### config.mk
export PLATFORM = sky130hd
export DESIGN_NAME = xtea_arbiter_flat
export DESIGN_NICKNAME = d
export VERILOG_FILES = /design/src/rtl/xtea_pkg.sv /design/src/rtl/xtea_arbiter_if.sv /design/src/rtl/xtea_rr_arb2.sv /design/src/rtl/xtea_arbiter.sv /design/src/flat_wrapper.sv
export SDC_FILE = /design/constraint.sdc
export NUM_CORES = 1
export LEC_CHECK = 0
export CAP_MARGIN = 15
export CELL_PAD_IN_SITES_DETAIL_PLACEMENT = 0
export CELL_PAD_IN_SITES_GLOBAL_PLACEMENT = 1
export CORE_AREA = 4 4 405 407
export CTS_BUF_LIST = sky130_fd_sc_hd__clkbuf_8
export CTS_CLUSTER_DIAMETER = 200
export DETAILED_ROUTE_END_ITERATION = 8
export DIE_AREA = 0 0 409 411
export GPL_ROUTABILITY_DRIVEN = 1
export PLACE_DENSITY_LB_ADDON = 0.1
export SLEW_MARGIN = 20
export SYNTH_ARGS = -nofsm -noshare
export SYNTH_HDL_FRONTEND = slang
export SYNTH_SLANG_ARGS = --single-unit
### constraint.sdc
create_clock -name clock -period 1.7 [get_ports clock]
set_input_delay 0.255 -clock clock [delete_from_list [all_inputs] [get_ports clock]]
set_output_delay 0.255 -clock clock [all_outputs]
set_load 0.02 [all_outputs]
### src/rtl/xtea_pkg.sv
// Shared types and widths for the XTEA engine arbiter.
package xtea_pkg;

  localparam int XTEA_W   = 128;
  localparam int TO_CNT_W = 16;

  typedef enum logic [2:0] {
    ST_IDLE,
    ST_START,
    ST_WAIT_READY,
    ST_WAIT_IDLE,
    ST_RESPOND
  } state_t;

endpackage

### src/rtl/xtea_arbiter_if.sv
// Requester, response and engine signals of the arbiter.
// slave = arbiter side, master = requesters plus engine.
interface xtea_arbiter_if;

  logic                        req0_valid, req1_valid;
  logic                        req0_ready, req1_ready;
  logic                        req0_cfg, req1_cfg;
  logic [xtea_pkg::XTEA_W-1:0] req0_data, req1_data;
  logic [xtea_pkg::XTEA_W-1:0] req0_key, req1_key;
  logic                        rsp0_valid, rsp1_valid;
  logic                        rsp0_ready, rsp1_ready;
  logic [xtea_pkg::XTEA_W-1:0] rsp_data;
  logic                        rsp_err;
  logic                        eng_start, eng_cfg;
  logic [xtea_pkg::XTEA_W-1:0] eng_data, eng_key, eng_data_o;
  logic                        eng_ready, eng_busy;

  modport slave (
    input  req0_valid, req1_valid, req0_cfg, req1_cfg,
    input  req0_data, req1_data, req0_key, req1_key,
    input  rsp0_ready, rsp1_ready,
    input  eng_ready, eng_busy, eng_data_o,
    output req0_ready, req1_ready,
    output rsp0_valid, rsp1_valid, rsp_data, rsp_err,
    output eng_start, eng_cfg, eng_data, eng_key
  );

  modport master (
    output req0_valid, req1_valid, req0_cfg, req1_cfg,
    output req0_data, req1_data, req0_key, req1_key,
    output rsp0_ready, rsp1_ready,
    output eng_ready, eng_busy, eng_data_o,
    input  req0_ready, req1_ready,
    input  rsp0_valid, rsp1_valid, rsp_data, rsp_err,
    input  eng_start, eng_cfg, eng_data, eng_key
  );

endinterface

### src/rtl/xtea_rr_arb2.sv
// Two-way round-robin grant: a lone requester wins, a tie goes to the
// requester that was not granted last.
module xtea_rr_arb2 (
  input  logic [1:0] valid,
  input  logic       last_grant,
  output logic [1:0] grant
);

  for (genvar gi = 0; gi < 2; gi++) begin : g_grant
    assign grant[gi] = valid[gi] && (!valid[1-gi] || (last_grant != 1'(gi)));
  end

endmodule

### src/rtl/xtea_arbiter.sv
// Shares one xtea_top engine between two requesters, sequences the engine
// handshake and returns the result (or a timeout error) to the owner.
module xtea_arbiter
  import xtea_pkg::*;
#(
  parameter int START_CYCLES   = 2,
  parameter int TIMEOUT_CYCLES = 1024
) (
  input logic           clock,
  input logic           reset,
  xtea_arbiter_if.slave bus
);

  localparam logic [TO_CNT_W-1:0] START_LAST = TO_CNT_W'(START_CYCLES - 1);
  localparam logic [TO_CNT_W-1:0] TO_LAST    = TO_CNT_W'(TIMEOUT_CYCLES - 1);

  state_t                state_reg;
  logic                  owner_reg;
  logic                  last_grant_reg;
  logic [TO_CNT_W-1:0]   start_cnt_reg;
  logic [TO_CNT_W-1:0]   to_cnt_reg;
  logic                  eng_start_reg;
  logic                  eng_cfg_reg;
  logic [XTEA_W-1:0]     eng_data_reg;
  logic [XTEA_W-1:0]     eng_key_reg;
  logic [XTEA_W-1:0]     rsp_data_reg;
  logic                  rsp_err_reg;
  logic                  rsp0_valid_reg;
  logic                  rsp1_valid_reg;

  logic [1:0] grant;
  logic       sel;
  logic       idle;
  logic       waiting;
  logic       done;
  logic       expire;
  logic       rsp_fire;

  xtea_rr_arb2 u_arb (
    .valid      ({bus.req1_valid, bus.req0_valid}),
    .last_grant (last_grant_reg),
    .grant      (grant)
  );

  assign sel     = grant[1];
  assign idle    = (state_reg == ST_IDLE);
  assign waiting = (state_reg == ST_WAIT_READY) || (state_reg == ST_WAIT_IDLE);

  // Completion means the engine has gone idle; ready alone only delivers data.
  assign done = ((state_reg == ST_WAIT_READY) && bus.eng_ready && !bus.eng_busy) ||
                ((state_reg == ST_WAIT_IDLE) && !bus.eng_busy);
  assign expire   = waiting && !done && (to_cnt_reg >= TO_LAST);
  assign rsp_fire = (rsp0_valid_reg && bus.rsp0_ready) ||
                    (rsp1_valid_reg && bus.rsp1_ready);

  // Ready is gated by reset so every output reads 0 while reset is held.
  assign bus.req0_ready = grant[0] && idle && reset;
  assign bus.req1_ready = grant[1] && idle && reset;
  assign bus.rsp0_valid = rsp0_valid_reg;
  assign bus.rsp1_valid = rsp1_valid_reg;
  assign bus.rsp_data   = rsp_data_reg;
  assign bus.rsp_err    = rsp_err_reg;
  assign bus.eng_start  = eng_start_reg;
  assign bus.eng_cfg    = eng_cfg_reg;
  assign bus.eng_data   = eng_data_reg;
  assign bus.eng_key    = eng_key_reg;

  always_ff @(posedge clock or negedge reset) begin
    if (!reset) begin
      state_reg      <= ST_IDLE;
      owner_reg      <= 1'b0;
      last_grant_reg <= 1'b1;
      start_cnt_reg  <= '0;
      to_cnt_reg     <= '0;
      eng_start_reg  <= 1'b0;
      eng_cfg_reg    <= 1'b0;
      eng_data_reg   <= '0;
      eng_key_reg    <= '0;
      rsp_data_reg   <= '0;
      rsp_err_reg    <= 1'b0;
      rsp0_valid_reg <= 1'b0;
      rsp1_valid_reg <= 1'b0;
    end else begin
      unique case (state_reg)
        ST_IDLE: begin
          if (|grant) begin
            eng_cfg_reg    <= sel ? bus.req1_cfg  : bus.req0_cfg;
            eng_data_reg   <= sel ? bus.req1_data : bus.req0_data;
            eng_key_reg    <= sel ? bus.req1_key  : bus.req0_key;
            owner_reg      <= sel;
            last_grant_reg <= sel;
            eng_start_reg  <= 1'b1;
            start_cnt_reg  <= '0;
            state_reg      <= ST_START;
          end
        end
        ST_START: begin
          if (start_cnt_reg == START_LAST) begin
            eng_start_reg <= 1'b0;
            to_cnt_reg    <= '0;
            state_reg     <= ST_WAIT_READY;
          end else begin
            start_cnt_reg <= start_cnt_reg + 1'b1;
          end
        end
        ST_WAIT_READY, ST_WAIT_IDLE: begin
          to_cnt_reg <= to_cnt_reg + 1'b1;
          if ((state_reg == ST_WAIT_READY) && bus.eng_ready) begin
            rsp_data_reg <= bus.eng_data_o;
          end
          if (done || expire) begin
            state_reg      <= ST_RESPOND;
            rsp0_valid_reg <= !owner_reg;
            rsp1_valid_reg <= owner_reg;
            if (!done) begin
              rsp_err_reg  <= 1'b1;
              rsp_data_reg <= '0;
            end
          end else if ((state_reg == ST_WAIT_READY) && bus.eng_ready) begin
            state_reg <= ST_WAIT_IDLE;
          end
        end
        ST_RESPOND: begin
          if (rsp_fire) begin
            rsp0_valid_reg <= 1'b0;
            rsp1_valid_reg <= 1'b0;
            rsp_err_reg    <= 1'b0;
            state_reg      <= ST_IDLE;
          end
        end
        default: state_reg <= ST_IDLE;
      endcase
    end
  end

endmodule

### src/flat_wrapper.sv
// flat-port wrapper written by rule: the top's interface ports become plain ports
module xtea_arbiter_flat import xtea_pkg::*;
#(
  parameter int START_CYCLES   = 2,
  parameter int TIMEOUT_CYCLES = 1024
)
  (clock, reset, bus_req0_valid, bus_req1_valid, bus_req0_cfg, bus_req1_cfg, bus_req0_data, bus_req1_data, bus_req0_key, bus_req1_key, bus_rsp0_ready, bus_rsp1_ready, bus_eng_ready, bus_eng_busy, bus_eng_data_o, bus_req0_ready, bus_req1_ready, bus_rsp0_valid, bus_rsp1_valid, bus_rsp_data, bus_rsp_err, bus_eng_start, bus_eng_cfg, bus_eng_data, bus_eng_key);
  xtea_arbiter_if bus_i ();
  input logic clock;
  input logic reset;
  input wire logic [$bits(bus_i.req0_valid)-1:0] bus_req0_valid;
  input wire logic [$bits(bus_i.req1_valid)-1:0] bus_req1_valid;
  input wire logic [$bits(bus_i.req0_cfg)-1:0] bus_req0_cfg;
  input wire logic [$bits(bus_i.req1_cfg)-1:0] bus_req1_cfg;
  input wire logic [$bits(bus_i.req0_data)-1:0] bus_req0_data;
  input wire logic [$bits(bus_i.req1_data)-1:0] bus_req1_data;
  input wire logic [$bits(bus_i.req0_key)-1:0] bus_req0_key;
  input wire logic [$bits(bus_i.req1_key)-1:0] bus_req1_key;
  input wire logic [$bits(bus_i.rsp0_ready)-1:0] bus_rsp0_ready;
  input wire logic [$bits(bus_i.rsp1_ready)-1:0] bus_rsp1_ready;
  input wire logic [$bits(bus_i.eng_ready)-1:0] bus_eng_ready;
  input wire logic [$bits(bus_i.eng_busy)-1:0] bus_eng_busy;
  input wire logic [$bits(bus_i.eng_data_o)-1:0] bus_eng_data_o;
  output wire logic [$bits(bus_i.req0_ready)-1:0] bus_req0_ready;
  output wire logic [$bits(bus_i.req1_ready)-1:0] bus_req1_ready;
  output wire logic [$bits(bus_i.rsp0_valid)-1:0] bus_rsp0_valid;
  output wire logic [$bits(bus_i.rsp1_valid)-1:0] bus_rsp1_valid;
  output wire logic [$bits(bus_i.rsp_data)-1:0] bus_rsp_data;
  output wire logic [$bits(bus_i.rsp_err)-1:0] bus_rsp_err;
  output wire logic [$bits(bus_i.eng_start)-1:0] bus_eng_start;
  output wire logic [$bits(bus_i.eng_cfg)-1:0] bus_eng_cfg;
  output wire logic [$bits(bus_i.eng_data)-1:0] bus_eng_data;
  output wire logic [$bits(bus_i.eng_key)-1:0] bus_eng_key;
  assign bus_i.req0_valid = bus_req0_valid;
  assign bus_i.req1_valid = bus_req1_valid;
  assign bus_i.req0_cfg = bus_req0_cfg;
  assign bus_i.req1_cfg = bus_req1_cfg;
  assign bus_i.req0_data = bus_req0_data;
  assign bus_i.req1_data = bus_req1_data;
  assign bus_i.req0_key = bus_req0_key;
  assign bus_i.req1_key = bus_req1_key;
  assign bus_i.rsp0_ready = bus_rsp0_ready;
  assign bus_i.rsp1_ready = bus_rsp1_ready;
  assign bus_i.eng_ready = bus_eng_ready;
  assign bus_i.eng_busy = bus_eng_busy;
  assign bus_i.eng_data_o = bus_eng_data_o;
  assign bus_req0_ready = bus_i.req0_ready;
  assign bus_req1_ready = bus_i.req1_ready;
  assign bus_rsp0_valid = bus_i.rsp0_valid;
  assign bus_rsp1_valid = bus_i.rsp1_valid;
  assign bus_rsp_data = bus_i.rsp_data;
  assign bus_rsp_err = bus_i.rsp_err;
  assign bus_eng_start = bus_i.eng_start;
  assign bus_eng_cfg = bus_i.eng_cfg;
  assign bus_eng_data = bus_i.eng_data;
  assign bus_eng_key = bus_i.eng_key;
  xtea_arbiter #(.START_CYCLES(START_CYCLES), .TIMEOUT_CYCLES(TIMEOUT_CYCLES)) u_core (.clock(clock), .reset(reset), .bus(bus_i));
endmodule
==> impl_summary.log <==
INFO  metric unrepaired_setup_endpoints_after_global_routing = yes
INFO  metric gr-usage-met1 = between 10% and 20%
INFO  metric drv.max_cap_violation_count = 0
INFO  metric fin_worst_skew = about 50 ps
INFO  metric grt_first_pass_wirelength = around 190 mm
INFO  metric synth_area_leader_cell = sky130_fd_sc_hd__dfrtp_1
INFO  metric syn-instance-count = around 2.2k
INFO  metric cts.sink_count = between 400 and 500
INFO  metric power_after_layout = 66.2 mW
INFO  metric worst-path-max-fanout = 2
INFO  metric dpl_cell_area = ~34,000 sq um
INFO  metric swShare = a little over two fifths
INFO  metric yosys-mux-area-fraction = less than 1%
INFO  metric leakage = about 18 nW
INFO  metric gp_congestion = around 0.76
INFO  metric setup_viol = around 400
INFO  metric timing.hold.worst.class = input port to register
INFO  metric drt_drc_violations_left = 0
INFO  metric design.die.area = 168,000 sq um
INFO  metric post_synth_most_frequent_cells = sky130_fd_sc_hd__nand2_1, sky130_fd_sc_hd__dfrtp_1, sky130_fd_sc_hd__nor2_1, sky130_fd_sc_hd__a31oi_1, sky130_fd_sc_hd__clkbuf_1
INFO  metric routed_wirelength = between 100 and 150 mm
INFO  metric parity_gate_share_of_the_synthesized_area_counting_xor_and_xnor_cells = 0.228%
INFO  metric worst_setup_path_start_kind = register
INFO  metric ys_top_cells_by_area = sky130_fd_sc_hd__dfrtp_1, sky130_fd_sc_hd__nand2_1, sky130_fd_sc_hd__a31oi_1
INFO  metric hpwl = around 100 mm
INFO  metric finalNetCount = between 4k and 5k
INFO  metric vias_in_the_first_global_route = between 20k and 30k
INFO  metric rows = 147
INFO  metric cts_tree = built
INFO  metric port_buffers = ~1.0k
INFO  metric post_synth_and_or_nand_nor_area_fraction = about a quarter
INFO  metric clk_pin_slew_worst_paths = roughly 60 ps
INFO  metric synth_sequential_area_ratio = ~55%
INFO  metric finalCriticalPeriod = between 2000 and 2500 ps
INFO  metric ctsRootBufferMaster = sky130_fd_sc_hd__clkbuf_8
INFO  metric tightestPinTransition = approximately 780 ps
INFO  metric groute.layer.met2.usage = a little over a quarter
INFO  metric critPathArrivalTime = ~2000 ps
INFO  metric htree_num_levels = 3
INFO  metric power.sequential.fraction = a little over a quarter
INFO  metric grt-busiest-layer = met2
INFO  metric timing.fmax = between 0.4 and 0.5 GHz
INFO  metric io_pins = 1,041
INFO  metric routed_via_density = 3.67
INFO  metric synthMostInstantiatedCell = sky130_fd_sc_hd__nand2_1
INFO  metric drive_gt1_share = 23.3%
INFO  metric finish.utilization = 26.6%
INFO  metric power.share.clock = 18.6%
INFO  metric fp.coreArea = 160,000 sq um
INFO  metric tritoncts.num_buffers = slightly below 100
INFO  metric p_switching = ~28 mW
INFO  metric syn_area_per_cell = 8.68 sq um
INFO  metric vdd.ir_drop.worst = about 0.57 mV
INFO  metric synth_nets = between 2k and 3k
INFO  metric layout_setup_ws = -519 ps
INFO  metric floorplan.die.height = about 410 um
INFO  metric final_cell_area = 42,600 sq um
INFO  metric timing.slew.headroom = roughly 48%
INFO  metric worst-setup-path-type = register to output pin
INFO  metric setup.worst_path.end_class = output pin
INFO  metric globalRoute.totalOverflow = 0
INFO  metric post-place-ws = -379 ps
INFO  metric routed_wire_length_per_instance = between 20 and 25 um
INFO  metric clk_latency = 770 ps
INFO  metric asyncSetResetFlopFracSynth = 100%
INFO  metric setup_tns = -78,680 ps
INFO  metric route.vias.total = 23.1k
INFO  metric routed_antenna_nets = 0
INFO  metric synth_top_family_by_area = simple AND/OR/NAND/NOR gates
INFO  metric global_route.usage.met3 = 5.12%
INFO  metric run_status = finished with violations
INFO  metric pwr-share-comb = a little over half
INFO  metric report.final.slew_viol_count = 0
INFO  metric yosys.area_share.adder = 0.195%
INFO  metric starting_density_of_the_core = about 12%
INFO  metric synth.yosys.warnings = 0
INFO  metric clock_path_buffers = 3
INFO  metric grt_max_degree = 112
INFO  metric yosys.cell_types.count = 59
INFO  metric synth_ff_type = sky130_fd_sc_hd__dfrtp_1
INFO  metric first_iter_violations = approximately 1.1k
INFO  metric global_route.usage.total = between 10% and 20%
INFO  metric post-synth-top-area-fraction = between 50% and 60%
INFO  metric share_of_the_clock_period_used_by_the_worst_path = 131%
INFO  metric powerDensity = roughly 1600 nW/um^2
INFO  metric ys_seq_elements = approximately 430
INFO  metric detailedRoute.firstPassIterationCount = 5
INFO  metric layout-area-overhead-vs-synth = 121%
INFO  metric area_fraction_in_compound_gates_after_synthesis = between 10% and 20%
INFO  metric synth_enable_flop_cells = 0
INFO  metric cp.required = 1440 ps
INFO  metric post_synth_instance_area = 19,200 sq um
INFO  metric grt_antenna_before_repair = 56
INFO  metric hold_viol = 0
INFO  metric failed_checks = setup timing
INFO  metric p_int = between 30 and 40 mW
INFO  metric chipWidth = roughly 410 um
## final timing paths
kind / end / start / slack (ps) / cells after the start
max in group asynchronous: u_core.bus.eng_key[80] / reset / 300 / 4
setup / recovery: bus_req1_ready / u_core.state_reg[2] / -520 / 6
setup reg to reg: u_core.bus.eng_data[62] / u_core.state_reg[0] / -290 / 8
hold / removal: u_core.bus.eng_data[102] / bus_req0_data[102] / 130 / 3
min in group asynchronous: u_core.bus.eng_data[1] / reset / 260 / 3
hold reg to reg: u_core.bus.eng_start / u_core.bus.eng_start / 490 / 1
## logic make-up after synthesis
group,after synthesis
fa+ha+maj,3
buf+inv,175
xor+xnor,5
flops,426
simple gates,1139
mux,8
compound gates,461
## area by class of cell
class | instances | area [sq um]
diodes | 21 | 52.6
clock buffers | 124 | 1710
clock inverters | 44 | 249
fillers | 17392 | 118000
inverters | 2 | 7.51
multi-input cells | 1616 | 8020
flip-flops and latches | 426 | 10700
well taps | 2160 | 2700
repair buffers | 1898 | 19200
## what timing repair did
action / CTS / global route
cloned: 0 / 16
pin swaps: 7 / 9
resized for setup: 2217 / 73
endpoints found under the setup margin: 816 / 451
hold buffers: 571 / 1
hold endpoints to repair: 794 / 9
setup buffers: 31 / 16
## metal layers
layer	part of all wire, %	up-vias	routed length (um)
met3	7.7	194	10500
met1	39	10910	53400
met2	51	850	68800
li1	-	11151	-
met4	2.1	14	2910
met5	0.075	-	102
## power groups by stage
stage                     clock network (mW)  logic (mW)  registers (mW)
after global routing                    13.4        38.7            18.7
after detailed placement                   0        34.1            17.7
final                                   12.3        35.8            18.1
after floorplan                            0        9.79            22.8
after global placement                     0        34.4            17.7
after CTS                               13.0        35.3            18.2
## worst max-delay path: stages, from the launching register on
cell	delay [ps]
sky130_fd_sc_hd__dfrtp_1	390
sky130_fd_sc_hd__buf_6	120
sky130_fd_sc_hd__buf_6	100
sky130_fd_sc_hd__nor3_4	260
sky130_fd_sc_hd__nand2_2	90
sky130_fd_sc_hd__nor2_1	100
sky130_fd_sc_hd__buf_4	160
## cells in the final DEF (no fill, tap or decap), types with 15 or more instances in the layout
master,Yosys,final
sky130_fd_sc_hd__inv_1,1,34
sky130_fd_sc_hd__diode_2,0,21
sky130_fd_sc_hd__buf_2,70,128
sky130_fd_sc_hd__clkdlybuf4s50_1,0,648
sky130_fd_sc_hd__clkbuf_16,0,16
sky130_fd_sc_hd__buf_12,0,65
sky130_fd_sc_hd__buf_4,2,212
sky130_fd_sc_hd__buf_6,11,246
sky130_fd_sc_hd__dlygate4sd3_1,0,571
sky130_fd_sc_hd__nand2_1,787,784
sky130_fd_sc_hd__a21oi_1,60,36
sky130_fd_sc_hd__o21ai_0,17,15
sky130_fd_sc_hd__nor2_1,273,271
sky130_fd_sc_hd__a31oi_1,260,260
sky130_fd_sc_hd__clkbuf_8,0,124
sky130_fd_sc_hd__a21oi_2,81,101
sky130_fd_sc_hd__dfrtp_1,425,420
## through the flow
stage               cells  hold WS (ps)
floorplan            2217         -40.6
global placement     5468           111
detailed placement   5468           105
CTS                  6238         0.147
global route         6282          40.4
finish               6291           131
Power figures use the tool's default switching activity.
==> edit, RTL diff (same settings) <==
The 5 states of `state_t` get a one-hot encoding in 5 bits.
--- a/src/rtl/xtea_pkg.sv
+++ b/src/rtl/xtea_pkg.sv
@@ -5,10 +5,10 @@
   localparam int TO_CNT_W = 16;
 
-  typedef enum logic [2:0] {
-    ST_IDLE,
-    ST_START,
-    ST_WAIT_READY,
-    ST_WAIT_IDLE,
-    ST_RESPOND
+  typedef enum logic [4:0] {
+    ST_IDLE       = 5'b00001,
+    ST_START      = 5'b00010,
+    ST_WAIT_READY = 5'b00100,
+    ST_WAIT_IDLE  = 5'b01000,
+    ST_RESPOND    = 5'b10000
   } state_t;
 
Behaviour: no difference found for any inputs over 4 cycles, from zero or initial values and one cycle with reset low; so few cycles prove little.
==> edit against the original RTL <==
Critical path type unchanged; area after synthesis is 2.6% lower; worst setup slack worse by 0.14 ns; wire length is 4.5% higher; largest cell class unchanged; the run still ends with setup timing left; power is 9.4% higher; design area is 8.5% higher; synthesized cell count is 0.81% lower; critical path depth is 1 higher; sequential cell count is 2 higher; clock skew is 0.0038 ns higher.
==> edit: results <==
metrics = {
    "place": {
        "dpl.hpwl_mm": 100.2,
        "gp_congestion": 0.7737,
        "preCtsSetupSlack_ns": -0.4180,
        "placed_area_um2": 33230,
        "placedCellCount": 5426,
    },
    "sta": {
        "whs_ns": 0.1135,
        "slew_headroom_pct": 41.31,
        "fin_setup_tns_ns": -106.23,
        "setup_violations": 388,
        "final.setup_skew_ns": 0.05444,
        "worst_slack_ns": -0.6559,
    },
    "power_and_ir_drop": {
        "p_clk_mw": 12.8,
        "powerSeq_mw": 18.9,
        "p_leak_nw": 19.92,
        "vdd_drop_max_uv": 639.0,
        "internal-power_mw": 42.16,
        "powerComb_mw": 40.7,
    },
    "yosys": {
        "ys.flop_type": "dfrtp_1",
        "netlist_instances": 2199,
        "synth_commonest_cells": "nand2_1, dfrtp_1, nor2_1, a31oi_1, a21oi_1",
        "synthXorXnorAreaFrac_pct": 1.215,
        "synth-edff-count": 0,
        "synthTopCellsByArea": "dfrtp_1, nand2_1, a31oi_1, nor2_1, a21oi_1",
        "yosysSeqAreaShare_pct": 57.15,
        "synth_adder_area_share_pct": 0.2003,
        "postSynth.asyncResetShare_pct": 100.0,
        "ys_types": 47,
        "synth_nets": 2852,
        "synth_mux_area_share_pct": 0,
        "ys_warn_count": 0,
        "synth_compound_area_share_pct": 13.54,
    },
    "global_route": {
        "use_met2_pct": 27.12,
        "grt_max_degree": 86,
        "grtUsageMet1_pct": 17.15,
        "grt_antenna_before_repair": 42,
        "use_met3_pct": 5.410,
        "grt_pass1_vias": 25270,
        "grt_pass1_wl_mm": 186.2,
        "track_usage_pct": 15.18,
    },
    "setup_path": {
        "cp_data_arrival_time_ns": 2.10,
        "slowest_delay_ns": 0.53,
        "cp_top_family": "flip-flops",
        "crit_fanout": 2,
        "r2r_slack_ns": -0.53,
        "crit_slowest_cell": "dfstp_2",
    },
    "status": {
        "failed_checks": "setup timing",
        "status": "complete, but fails checks",
    },
    "layout": {
        "finish.net_count": 4803,
        "drive_gt1_share_pct": 28.93,
    },
    "clocking": {
        "numCtsBuffers": 101,
        "root_buffer": "clkbuf_8",
        "cts.clk_slew.worst_paths_ns": 0.05,
        "clockBufferDepth": 3,
        "clk_latency_ns": 0.80,
    },
    "routing": {
        "wl_mm": 141.7,
        "drtIter0Drc": 892,
        "vias": 23680,
        "wl_per_cell_um": 22.09,
    },
}
edit: changes by cell type after synthesis, sizes merged, moves of 7 or more:
cell and delta:
or4 -7, xnor2 +11, nor2 +20, xor2 +10
inv +7, o21ai -14, clkbuf -18, a211oi -8
edit: final timing paths:
path / cells after the start / start / endpoint
max: 7 / u_core.state_reg[0]$_DFFE_PN1P_ / bus_req0_ready
min: 3 / bus_req0_data[124] / u_core.bus.eng_data[124]$_DFFE_PN0P_
max reg2reg: 14 / u_core.state_reg[1]$_DFFE_PN0P_ / u_core.bus.rsp_data[119]$_DFFE_PN0P_
min reg2reg: 1 / u_core.owner_reg$_DFFE_PN0P_ / u_core.bus.rsp0_valid$_DFFE_PN0P_
max in group asynchronous: 4 / reset / u_core.last_grant_reg$_DFFE_PN1P_
min in group asynchronous: 3 / reset / u_core.bus.rsp_data[59]$_DFFE_PN0P_
edit: repair_timing:
item,4_1_cts,5_1_grt
hold buffers,599,1
endpoints found under the setup margin,734,676
hold endpoints to repair,808,1
resized for setup,2490,467
cloned,16,49
pin swaps,22,145
buffers inserted,77,53
edit: layout make-up:
| class | count | area (µm²) |
|---|---|---|
| timing repair buffer | 2008 | 21740 |
| inverter | 9 | 33.78 |
| fill | 17150 | 114000 |
| clock inverter | 53 | 326.6 |
| multi-input combinational | 1602 | 8867 |
| tap | 2160 | 2703 |
| clock buffer | 124 | 1707 |
| sequential | 428 | 10730 |
| antenna | 31 | 77.57 |
edit: routing by layer:
metal	share of wire [%]	vias to the layer above
li1	-	11310
met1	39	11410
met2	51	770
met3	7.2	184
met4	2.4	8
met5	0.030	-
edit: cell families after synthesis:
logic type | count (synthesis)
xor+xnor | 26
flops | 428
compound gates | 428
simple gates | 1145
buf+inv | 169
fa+ha+maj | 3
